## src/rtl/counter_key_ctrl.sv

```systemverilog
// Key front-end for the up/down counter: sync, debounce, run/stop/clear FSM, tick divider.
// Optional: define LONG_PRESS_CLR_EN to make a long run-key hold inject a clear.
module counter_key_ctrl #(
  parameter int DEB_CYCLES  = 20,
  parameter int TICK_DIV    = 50,
  parameter int CLR_HOLD    = 4,
  parameter int LONG_CYCLES = 100
) (
  input  logic clk,
  input  logic clr,
  input  logic key_run_n,
  input  logic key_clr_n,
  output logic stop_n,
  output logic clr_n,
  output logic tick,
  output logic slow_clk
);

  localparam int DW = $clog2(DEB_CYCLES + 1);
  localparam int TW = $clog2(TICK_DIV);
  localparam int HW = (CLR_HOLD > 1) ? $clog2(CLR_HOLD) : 1;

  typedef enum logic [1:0] {
    S_IDLE,
    S_RUN,
    S_CLR
  } state_t;

  // index 0 = run key, index 1 = clear key
  logic [1:0]    r_sync0;
  logic [1:0]    r_sync1;
  logic [1:0]    r_deb;
  logic [1:0]    r_deb_d;
  logic [DW-1:0] r_cnt [2];
  logic [1:0]    w_press;
  logic          w_clr_ev;

  state_t        r_state;
  logic [HW-1:0] r_hold;
  logic          r_stop_n;
  logic          r_clr_n;
  logic [TW-1:0] r_div;
  logic          r_tick;
  logic          r_slow;

  always_ff @(posedge clk) begin
    if (clr) begin
      r_sync0 <= 2'b11;
      r_sync1 <= 2'b11;
    end else begin
      r_sync0 <= {key_clr_n, key_run_n};
      r_sync1 <= r_sync0;
    end
  end

  always_ff @(posedge clk) begin
    if (clr) begin
      r_deb   <= 2'b11;
      r_deb_d <= 2'b11;
      r_cnt[0] <= '0;
      r_cnt[1] <= '0;
    end else begin
      r_deb_d <= r_deb;
      for (int k = 0; k < 2; k++) begin
        if (r_sync1[k] == r_deb[k]) begin
          r_cnt[k] <= '0;
        end else if (r_cnt[k] == DW'(DEB_CYCLES - 1)) begin
          r_deb[k] <= r_sync1[k];
          r_cnt[k] <= '0;
        end else begin
          r_cnt[k] <= r_cnt[k] + DW'(1);
        end
      end
    end
  end

  assign w_press = r_deb_d & ~r_deb;

`ifdef LONG_PRESS_CLR_EN
  localparam int LW = $clog2(LONG_CYCLES + 1);

  logic [LW-1:0] r_long;
  logic          r_long_press;

  // saturates at LONG_CYCLES so one hold fires once
  always_ff @(posedge clk) begin
    if (clr) begin
      r_long       <= '0;
      r_long_press <= 1'b0;
    end else begin
      r_long_press <= !r_deb[0] &&
        (r_long == LW'(LONG_CYCLES - 1));
      if (r_deb[0])
        r_long <= '0;
      else if (r_long != LW'(LONG_CYCLES))
        r_long <= r_long + LW'(1);
    end
  end

  assign w_clr_ev = w_press[1] | r_long_press;
`else
  logic w_unused_long;
  assign w_unused_long = (LONG_CYCLES > 0);
  assign w_clr_ev = w_press[1];
`endif

  always_ff @(posedge clk) begin
    if (clr) begin
      r_state  <= S_CLR;
      r_hold   <= HW'(CLR_HOLD - 1);
      r_stop_n <= 1'b0;
      r_clr_n  <= 1'b0;
    end else if (w_clr_ev) begin
      r_state  <= S_CLR;
      r_hold   <= HW'(CLR_HOLD - 1);
      r_stop_n <= 1'b0;
      r_clr_n  <= 1'b0;
    end else begin
      unique case (r_state)
        S_IDLE: begin
          if (w_press[0]) begin
            r_state  <= S_RUN;
            r_stop_n <= 1'b1;
          end
        end
        S_RUN: begin
          if (w_press[0]) begin
            r_state  <= S_IDLE;
            r_stop_n <= 1'b0;
          end
        end
        S_CLR: begin
          if (r_hold == '0) begin
            r_state <= S_IDLE;
            r_clr_n <= 1'b1;
          end else begin
            r_hold <= r_hold - HW'(1);
          end
        end
        default: begin
          r_state  <= S_CLR;
          r_hold   <= HW'(CLR_HOLD - 1);
          r_stop_n <= 1'b0;
          r_clr_n  <= 1'b0;
        end
      endcase
    end
  end

  // divider keeps wrapping on a leaving edge; only the tick is dropped
  always_ff @(posedge clk) begin
    if (clr || w_clr_ev || r_state == S_CLR) begin
      r_div  <= '0;
      r_slow <= 1'b0;
      r_tick <= 1'b0;
    end else if (r_state == S_RUN) begin
      r_tick <= 1'b0;
      if (r_div == TW'(TICK_DIV - 1)) begin
        r_div <= '0;
        if (!w_press[0]) begin
          r_tick <= 1'b1;
          r_slow <= ~r_slow;
        end
      end else begin
        r_div <= r_div + TW'(1);
      end
    end else begin
      r_tick <= 1'b0;
    end
  end

  assign stop_n   = r_stop_n;
  assign clr_n    = r_clr_n;
  assign tick     = r_tick;
  assign slow_clk = r_slow;

endmodule

```

## config.mk

```make
export PLATFORM = sky130hd
export DESIGN_NAME = counter_key_ctrl
export DESIGN_NICKNAME = d
export VERILOG_FILES = /design/src/rtl/counter_key_ctrl.sv
export SDC_FILE = /design/constraint.sdc
export NUM_CORES = 1
export LEC_CHECK = 0
export BUFFER_PORTS_ARGS = -buffer_cell sky130_fd_sc_hd__buf_2
export CAP_MARGIN = 10
export CORE_ASPECT_RATIO = 1.1
export CORE_UTILIZATION = 45
export DETAILED_ROUTE_END_ITERATION = 12
export HOLD_SLACK_MARGIN = 0.12
export MAX_ROUTING_LAYER = met4
export PLACE_DENSITY = 0.68
export SLEW_MARGIN = 15
export SYNTH_ARGS = -nofsm -noshare
export SYNTH_HDL_FRONTEND = slang
export SYNTH_SLANG_ARGS = --single-unit
export TNS_END_PERCENT = 1
```

## constraint.sdc

```tcl
create_clock -name clk -period 2.5 [get_ports clk]
set_input_delay 0.375 -clock clk [delete_from_list [all_inputs] [get_ports clk]]
set_output_delay 0.375 -clock clk [all_outputs]
set_load 0.02 [all_outputs]
```

# --- Word-level counts from Yosys, hierarchy flattened ---
# Memories as Yosys holds them, arrays and structs flattened.
# Index checks and enable logic that the tools add are counted.
# Widths: inputs -> output; s select.
word_totals:
  reg_bits: 22
  ram_bits: 10
  input_bits: 4
  output_inout_bits: 4
  wordCells: 101
  memories: 1
op_classes:
  n_addsub: 4
  eq_ne: 11
  muxes: 43
  bitwise: 16
  reduce_logical: 14
mem_list:
  columns: ["name", "words", "width", "rd", "rd_ports_with_merged_regs", "write_ports", "line", "rtl"]
  rows:
  - ["r_cnt", 2, 5, 2, 0, 2, "34", "logic [DW-1:0] r_cnt [2];"]
op_table:
  columns: ["operator", "n"]
  rows:
  - ["$mux 5", 6]
  - ["$mux 1", 28]
  - ["$add 5x1->5 const B", 2]
  - ["$eq 5x5->1 const B", 2]
  - ["$reduce_and 3->1", 3]
  - ["$mux 2", 4]
  - ["$ne 2x2->1 const B", 4]
  - ["$not 1->1", 8]
  - ["$reduce_and 2->1", 4]
  - ["$add 6x1->6 const B", 1]
  - ["$eq 6x6->1 const B", 1]
  - ["$mux 6", 1]
  - ["$or 1x1->1", 6]
  - ["$pmux 2 s3", 1]
  - ["$logic_not 2->1", 2]
  - ["$pmux 2 s2", 1]
  - ["$reduce_or 2->1", 2]
  - ["$pmux 1 s3", 1]
  - ["$reduce_or 3->1", 1]
  - ["$and 2x2->2", 1]
  - ["$eq 1x1->1", 2]
  - ["$eq 2x1->1 const B", 1]
  - ["$eq 2x2->1 const B", 1]
  - ["$logic_or 1x1->1", 2]
  - ["other kinds (3)", 3]

# --- Logic depth before layout (Yosys ltp) ---
# Gate-level depths: netlist of run 1.
# An unclocked memory read counts as a cell.
depth:
  depth_word: 8
  ltp_mapped: 6
  ltp_nobuf: 6

# --- Worst setup path before layout of run 1 ---
# No wires, ideal clock.
synth_path:
  path_type: "register -> register"
  startpoint: "register r_div[2]"
  endpoint: "register r_div[4]"
  setup_time_ps: 114
  t_arrival_ps: 1254
  required_ps: 2386
  setup_slack_ps: 1132
  path_stages_with_launch: 5
  path_buffers: 0
  synth_period_minus_slack_ps: 1368
  path_cell_list: "dfxtp_1 or3b_4 or3_1 nand2b_1 nor2_1"
synth_between:
  elab_chain_cells: 2
  elab_cells_between_ends: 3
  classes_between: "add/sub: 1; eq/ne: 1; mux: 1"
synth_lines:
  columns: ["item", "line", "rtl"]
  rows:
  - ["from (decl)", "42", "logic [TW-1:0] r_div;"]
  - ["from (signal assigned)", "165", "r_div <= r_div + TW'(1);"]
  - ["$add 6x1->6 / $eq 6x6->1 (equally long branches)", "165, 158", null]
  - ["$mux 6 *", "158", "if (r_div == TW'(TICK_DIV - 1)) begin"]
# Every way passes the cells marked *; elsewhere a longest branch is shown, timed or not.
# A chain may end at the register's enable or synchronous reset.

==> results_dict.tcl, run 1 <==
set metrics [dict create \
    global_route.overflow_total 0 \
    post_synthesis_instance_total 145 \
    initial_antenna_violation_count 0 \
    postSynth.topFlopCell "dfxtp_1" \
    synth_edf_count 10 \
    grt_pass1_vias 907 \
    timing.hold.worst_endpoint "r_sync0[1]" \
    hold_wc_path_type "in2reg" \
    max-cap-violations 0 \
    run_status "complete, no violations" \
    drt_iter0_markers 16 \
    power_frac_comb_pct 12.2 \
    detail_route.vias_per_cell 4.99 \
    worst_setup_path_start_kind "register" \
    end_kind "register" \
    holdBufCountCts 0 \
    post-synth-top-area-fraction_pct 30.7 \
    mostFrequentLayoutCells "dfxtp_1 (22), nor2_1 (17), nand2_1 (14)" \
    worst_ep_required_time_ps 2590 \
    setup_viol_count_final 0 \
    power_switching_uw 261 \
    post-route-drc-count 0 \
    flow.area_growth_from_synthesis_pct 10.7 \
    yosysSeqAreaShare_pct 51.6 \
    hp-start "key_clr_n" \
    r2r_slack_ps 890 \
    core_area_um2 3050 \
    power.share.switching_pct 26.4 \
    min_period_ps 1610 \
    layout-drive-gt1-share_pct 11.4 \
    postcts_resize_cnt 0 \
    place_hpwl_mm 1.64 \
    cell_internal_pwr_uw 727 \
    post_synth.cell_area_avg_um2 9.91 \
    p_seq_share_pct 60.1 \
    leading_cell_types_by_total_area_after_synthesis "dfxtp_1 (31%), edfxtp_1 (21%), nor2_1 (4.4%)" \
    peakVddDrop_v 0.000408 \
    setup_total_negative_slack_ps 0 \
    synth_top_area_cell "dfxtp_1" \
    synth.ff_latch_count 32 \
    regToRegStartpoint "r_cnt[1][0]" \
    tritoncts_buffers 5 \
    slew_headroom_pct 64.0 \
    holdPathStages 2 \
    buffer_ports.inserted 7 \
    p_per_area_nw_per_um2 621 \
    final_hold_viol_count 0 \
    cts_tree "built" \
    cts-htree-levels 2 \
    timing.critical_path.fanout_max 4 \
    die_area_um2 3420 \
    cts_sink_cnt 32 \
    fp.dieH_um 61.3 \
    unrepaired_setup_endpoints_after_global_routing "false" \
    reg2regPathDepth 4 \
    place_area_um2 1540 \
    post_drt_wl_per_cell_um 11.2 \
    pwr-share-clk_pct 27.6 \
    fin_area_um2 1590 \
    timing.setup.critical_path_class "reg2reg" \
    netlist-cell-type-count 36 \
    cts_root_buffer "clkbuf_4" \
    tightest_slew_ps 539 \
    die-width_um 55.9 \
    post_route_wl_mm 2.26 \
    critical_path.reg2reg.endpoint "r_cnt[1][1]" \
    initial_core_util_pct 47.1 \
    postRouteAntennaNets 0 \
    io-pin-count 8 \
    wire_length_of_the_first_global_routing_pass_mm 3.81 \
    cellLeakagePower_nw 0.614 \
    drtPass1Iterations 4 \
    postSynth.asyncResetShare_pct 0 \
    synth.yosys.warnings 0 \
    cts_post_setup_buffers_inserted 0 \
    final_max_slew_viol_count 0 \
    grt_max_degree 12 \
    layout_commonest_cell "dfxtp_1" \
    post-route-period-util_pct 64.3 \
    cp_data_arrival_time_ps 1700 \
    placement_rows 21 \
    antenna-diode-count 0 \
    setup_clock_skew_after_layout_ps 4.82 \
    achievable-frequency_ghz 0.622 \
    gp_congestion 0.761 \
    vias_post_dr 1002 \
    insertion_delay_ps 330 \
    synth_area_um2 1440 \
    grtUsageTotal_pct 15.5 \
    clk_pin_slew_worst_paths_ps 100 \
    clock_path_buffers 2 \
    finalNetCount 175 \
]
## synthesized netlist by cell type, drive strengths merged, types with 5 or more instances
cell,instances
o21ai,5
dfxtp,22
edfxtp,10
xor2,5
inv,10
a21oi,5
nor2,17
nand2,14
or2,7
xnor2,6
ha,5
## through the flow
stage | hold WS (ps) | worst slack (ps) | cells | util (%) | power, mW
floorplan | 383 | 1130 | 154 | - | 0.696
finish | 216 | 893 | 201 | 52.2 | 0.988
global route | 209 | 725 | 201 | 52.2 | 1.05
CTS | 195 | 876 | 201 | 52.2 | 1.01
detailed placement | 389 | 907 | 193 | 50.5 | 0.724
global placement | 385 | 1040 | 193 | 50.5 | 0.715
## registers in the layout, indices dropped and copies added, names as in the netlist
name,flops
r_sync0,2
clr_n,1
stop_n,1
r_cnt,10
r_state,2
r_div,6
r_hold,2
slow_clk,1
tick,1
r_deb_d,2
r_deb,2
r_sync1,2
## per-layer routing
metal  GRT usage [%]  up-vias  wire length [µm]
met3            5.67        6                96
li1                -      525                 -
met2            23.9       18              1050
met1            17.9      453              1060
met4            8.36        0                51
met5               -        -                 0
## logic make-up after synthesis
group | Yosys count | share of synthesized area, %
AND/OR/NAND/NOR | 61 | 23.1
flip-flops | 32 | 51.6
AO/OA/AOI/OAI | 18 | 7.75
buffers and inverters | 13 | 3.48
XOR/XNOR | 11 | 6.71
adder cells (fa/ha/maj) | 5 | 4.36
multiplexers | 4 | 2.79
other | 1 | 0.261
## worst max path at each step
stage	start	to	slack, ps	cells after the start
floorplan	r_div[2]	r_div[4]	1130	4
global placement	r_cnt[0][0]	r_cnt[0][3]	1040	4
detailed placement	r_cnt[1][0]	r_cnt[1][1]	910	4
CTS	r_cnt[1][0]	r_cnt[1][1]	880	4
global route	r_cnt[1][0]	r_cnt[1][1]	720	4
finish	r_cnt[1][0]	r_cnt[1][1]	890	4
## critical path: stages (launching register included)
cell	delay, ps
edfxtp_1	400
ha_1	240
nor4bb_1	430
or2_1	230
nor2_1	70
## power by group through the flow
| stage | clock network (mW) | registers [mW] | logic, mW |
|---|---|---|---|
| after floorplan | 0 | 0.598 | 0.0983 |
| after CTS | 0.292 | 0.594 | 0.120 |
| after detailed placement | 0 | 0.606 | 0.118 |
| final | 0.273 | 0.594 | 0.121 |
| after global placement | 0 | 0.604 | 0.111 |
| after global routing | 0.309 | 0.599 | 0.141 |
## area by class of cell
cell class	count	area, µm²
Fill cell	280	1460
Sequential cell	32	741
Multi-Input combinational cell	109	679
Tap cell	34	42.5
Inverter	11	41.3
Clock buffer	5	37.5
Timing Repair Buffer	7	35.0
Clock inverter	3	13.8
No activity file was read; power rests on OpenSTA's default activity.
==> run 2: changes to the inputs <==
--- a/config.mk
+++ b/config.mk
@@ -12,7 +12,7 @@
 export DETAILED_ROUTE_END_ITERATION = 12
 export HOLD_SLACK_MARGIN = 0.12
 export MAX_ROUTING_LAYER = met4
-export PLACE_DENSITY = 0.68
+export PLACE_DENSITY = 0.7
 export SLEW_MARGIN = 15
 export SYNTH_ARGS = -nofsm -noshare
 export SYNTH_HDL_FRONTEND = slang
==> constraint.sdc (replaced) <==
create_clock -name clk -period 1.4 [get_ports clk]
set_input_delay 0.21 -clock clk [delete_from_list [all_inputs] [get_ports clk]]
set_output_delay 0.21 -clock clk [all_outputs]
set_load 0.02 [all_outputs]
==> run 2 against run 1 <==
  * Global-route usage increased by 1.8 points
  * Sequential share of layout area decreased by 5.0 points
  * Clock power increased by 99%
  * Non-clock buffer count increased by 17
  * Power increased by 87%
==> results_dict.tcl, run 2 (same netlist as run 1, synthesis figures left out) <==
set metrics [dict create \
    drt_iter0_markers 19 \
    cp_data_arrival_time_ps 1610 \
    post-route-period-util_pct 99.5 \
    initial_core_util_pct 47.1 \
    io-pin-count 8 \
    grt_pass1_vias 1033 \
    antenna-diode-count 0 \
    largest_registers "r_cnt x10, r_div x6" \
    worst_ep_required_time_ps 1620 \
    setup_clock_skew_after_layout_ps 11.5 \
    die-width_um 55.9 \
    fp.dieH_um 61.3 \
    global_route.overflow_total 0 \
    numPlacedInstances 208 \
    cts_tree "built" \
    largest_register_ffs 10 \
    cts_root_buffer "clkbuf_4" \
    top_register "r_cnt" \
    drtPass1Iterations 4 \
    cts-htree-levels 2 \
    hold_wc_path_type "in2reg" \
    instances_no_fill 218 \
    buffer_ports.inserted 7 \
    grtUsageTotal_pct 17.2 \
    cts_sink_cnt 32 \
    achievable-frequency_ghz 0.718 \
    wire_length_of_the_first_global_routing_pass_mm 4.28 \
    p_per_area_nw_per_um2 1030 \
    flow.area_growth_from_synthesis_pct 24.7 \
    max-cap-violations 0 \
    end_kind "register" \
    die_area_um2 3420 \
    initial_antenna_violation_count 0 \
    fillCellCount 255 \
    run_status "complete, no violations" \
    insertion_delay_ps 330 \
    postRouteAntennaNets 0 \
    clock_path_buffers 2 \
    post_route_wl_mm 2.64 \
    min_period_ps 1390 \
    post-route-drc-count 0 \
    final_hold_viol_count 0 \
    layout_commonest_cell "dfxtp_1" \
    post_drt_wl_per_cell_um 12.1 \
    detail_route.vias_per_cell 4.98 \
    core_area_um2 3050 \
    finalPower_mw 1.85 \
    mostFrequentLayoutCells "dfxtp_1 (19), nor2_1 (17), buf_4 (15)" \
    place_hpwl_mm 1.86 \
    timing.setup.critical_path_class "reg2reg" \
    worst_setup_path_start_kind "register" \
    tritoncts_buffers 5 \
    grt_max_degree 11 \
    cellLeakagePower_nw 0.721 \
    unrepaired_setup_endpoints_after_global_routing "true" \
    setup_viol_count_final 0 \
    final_max_slew_viol_count 0 \
    layout-drive-gt1-share_pct 24.5 \
    peakVddDrop_v 0.000636 \
    clk_pin_slew_worst_paths_ps 100 \
    vias_post_dr 1086 \
    finalNetCount 192 \
    timing.critical_path.fanout_max 3 \
    placement_rows 21 \
    gp_congestion 0.770 \
]
==> run 2: layout make-up <==
cell class	instances	area (µm²)	share of cell area, %
multi-input cells	109	737	41.1
well taps	34	42.5	2.37
inverters	11	41.3	2.30
repair buffers	24	168	9.36
flip-flops and latches	32	744	41.6
clock buffers	7	55.1	3.07
clock inverters	1	3.75	0.209
==> run 2: worst max-delay path, stage by stage (launching register included) <==
cell and delay [ps]:
dfxtp_1 320, or3b_4 420, or3_4 410, nand2b_4 80
nor2_1 50
==> run 2: what timing repair did <==
item / in CTS / in global routing
pin swaps: 0 / 2
endpoints found under the setup margin: 8 / 15
hold buffers: 2 / 0
setup buffers: 0 / 0
resized for setup: 3 / 11
hold endpoints to repair: 2 / 0
==> run 2: power breakdown <==
part	internal (mW)	total [mW]	switching [mW]
logic	0.125	0.253	0.128
registers	1.01	1.05	0.0404
clock network	0.241	0.543	0.302
total	1.38	1.85	0.470
==> run 2: through the flow <==
| stage | instance area (µm²) | setup WS, ps | hold slack, ps | util, % | setup TNS (ps) |
|---|---|---|---|---|---|
| floorplan | 1470 | 32.2 | 307 | - | 0 |
| global placement | 1650 | 43.4 | 386 | 54.2 | 0 |
| detailed placement | 1650 | -22.9 | 388 | 54.2 | -88.2 |
| CTS | 1750 | 1.32 | 181 | 57.3 | 0 |
| global route | 1790 | -23.9 | 198 | 58.8 | -34.5 |
| finish | 1790 | 6.80 | 187 | 58.8 | 0 |
==> run 2: final timing paths <==
| check | start | to | slack (ps) | depth (start not counted) |
|---|---|---|---|---|
| setup / recovery | r_div[2] | r_div[4] | 7 | 4 |
| setup reg to reg | r_div[2] | r_div[4] | 7 | 4 |
| hold / removal | clr | r_sync1[1] | 190 | 2 |
| hold reg to reg | r_sync0[0] | r_sync1[0] | 410 | 1 |
==> run 2: metal layers <==
metal	up-vias	share of wire, %	global-route usage [%]	wire length (µm)
met5	-	0	-	0
met2	16	52	30.8	1370
li1	558	-	-	-
met1	505	43	17.6	1140
met3	7	3.3	5.67	87
met4	0	1.7	8.01	46
==> run 3: changes to the inputs <==
==> constraint.sdc (replaced) <==
create_clock -name clk -period 1.2 [get_ports clk]
set_input_delay 0.18 -clock clk [delete_from_list [all_inputs] [get_ports clk]]
set_output_delay 0.18 -clock clk [all_outputs]
set_load 0.02 [all_outputs]
==> run 3 against run 2 <==
  * The flow now finishes with violations (setup timing)
  * First-iteration DRC count decreased by 47%
  * Combinational power rose by 33%
  * Clock power rose by 20%
  * Critical endpoint is now r_div[5]
  * Highest routed layer unchanged
==> results_dict.tcl, run 3 (same netlist as run 1, synthesis figures left out) <==
set metrics [dict create \
    layout-drive-gt1-share_pct 32.3 \
    drt_iter0_markers 10 \
    timing.critical_path.fanout_max 3 \
    insertion_delay_ps 330 \
    achievable-frequency_ghz 0.722 \
    power_switching_uw 564 \
    setup_clock_skew_after_layout_ps 8.77 \
    run_status "complete, but fails checks" \
    grt_max_degree 10 \
    largest_registers "r_cnt x10, r_div x6" \
    violations_in_the_final_reports "setup timing" \
    finalNetCount 203 \
    numPlacedInstances 219 \
    fin_area_um2 1900 \
    drtPass1Iterations 4 \
    utilization_pct 62.3 \
    antenna-diode-count 0 \
    fillCellCount 249 \
    die-width_um 55.9 \
    cts_sink_cnt 32 \
    multi_input_area_um2 754 \
    postRouteAntennaNets 0 \
    placement_rows 21 \
    cts_root_buffer "clkbuf_4" \
    seqCellArea_um2 747 \
    cell_internal_pwr_mw 1.65 \
    top_register "r_cnt" \
    crit_path_cell_trace "or3b_4, or3_4, nand2b_4, nor2_2" \
    gp_congestion 0.797 \
    peakVddDrop_v 0.000882 \
    worst_setup_path_start_kind "register" \
    detail_route.vias_per_cell 4.88 \
    p_per_area_nw_per_um2 1170 \
    power.share.switching_pct 25.5 \
    grt_pass1_vias 1092 \
    crit_path_top_delay_cell "or3_4" \
    end_kind "register" \
    clk_pin_slew_worst_paths_ps 100 \
    buffer_ports.inserted 7 \
    setup_viol_count_final 17 \
    io-pin-count 8 \
    tritoncts_buffers 5 \
    flow.area_growth_from_synthesis_pct 32.1 \
    fp.dieH_um 61.3 \
    final_max_slew_viol_count 0 \
    core_area_um2 3050 \
    timing.setup.critical_path_class "reg2reg" \
    cp_slowest_stage_delay_ps 410 \
    min_period_ps 1380 \
    mostFrequentLayoutCells "buf_4 (25), dfxtp_1 (17), nor2_1 (16)" \
    cts_post_setup_buffers_inserted 0 \
    post-route-period-util_pct 115 \
    max-cap-violations 0 \
    layout_commonest_cell "buf_4" \
    post_route_wl_mm 2.54 \
    instances_no_fill 229 \
    clock_path_buffers 2 \
    post-route-drc-count 0 \
    pwr-share-clk_pct 29.3 \
    wire_length_of_the_first_global_routing_pass_mm 4.34 \
    pre_cts_ws_ps -172 \
    grtUsageTotal_pct 17.4 \
    initial_antenna_violation_count 0 \
    hold_ws_ps 149 \
    largest_register_ffs 10 \
    post_drt_wl_per_cell_um 11.1 \
    worst_ep_required_time_ps 1430 \
    p_seq_share_pct 55.4 \
    cp_data_arrival_time_ps 1610 \
    cts_tree "built" \
    hold_wc_path_type "in2reg" \
    cts-htree-levels 2 \
    die_area_um2 3420 \
    unrepaired_setup_endpoints_after_global_routing "true" \
    vias_post_dr 1117 \
    cellLeakagePower_nw 0.778 \
    fin_ws_ps -185 \
    final_hold_viol_count 0 \
    initial_core_util_pct 47.1 \
    place_hpwl_mm 1.88 \
    power_frac_comb_pct 15.2 \
    place_area_um2 1750 \
    global_route.overflow_total 0 \
]
==> run 3: cell count changes in the layout (fill, tap and decap cells not counted), sizes merged <==
cell,change
buf,+11
clkinv,-1
clkbuf,+1
==> run 3: final cells by class <==
cell class                 count  share of cell area, %
multi-input combinational    109                   39.7
clock buffer                   8                   3.10
timing repair buffer          35                   13.4
inverter                      11                   2.18
tap                           34                   2.24
sequential                    32                   39.4
==> run 3: path summary, 6_finish.rpt <==
| kind | endpoint | cells after the start | slack, ps | start |
|---|---|---|---|---|
| worst max-delay path | r_div[5] | 4 | -180 | r_div[5] |
| worst min-delay path | r_sync1[0] | 2 | 150 | clr |
| worst max register to register | r_div[5] | 4 | -180 | r_div[5] |
| worst min register to register | r_sync1[0] | 1 | 410 | r_sync0[0] |
==> run 3: what timing repair did <==
action                                  CTS  global route
pin swaps                                10             3
cloned                                    0             0
endpoints found under the hold margin     2             0
hold buffers                              2             0
resized for setup                        13             7
endpoints found under the setup margin   20            21
==> run 3: power groups by stage <==
stage	combinational (mW)	sequential [mW]	clock [mW]
detailed placement	0.311	1.24	0
global route	0.388	1.23	0.701
global placement	0.293	1.24	0
CTS	0.330	1.22	0.661
finish	0.337	1.23	0.649
floorplan	0.206	1.25	0
==> run 3: critical path, delay by kind of cell, from the launching register on <==
kind | cells | cell delay [ps]
and+or+nand+nor | 4 | 930
DFF | 1 | 350
==> run 3: metrics by stage <==
stage,TNS (ps),power (mW)
3_3_place_gp,-1640,1.53
6_report,-1310,2.21
3_5_place_dp,-2220,1.55
4_1_cts,-1370,2.22
2_1_floorplan,-1550,1.45
5_1_grt,-2750,2.32
==> run 3: metal layers <==
metal  routed length [µm]  GRT usage [%]
met1                 1110           18.3
met2                 1300           31.0
met5                    0              -
met4                   68           10.5
met3                   62           3.78
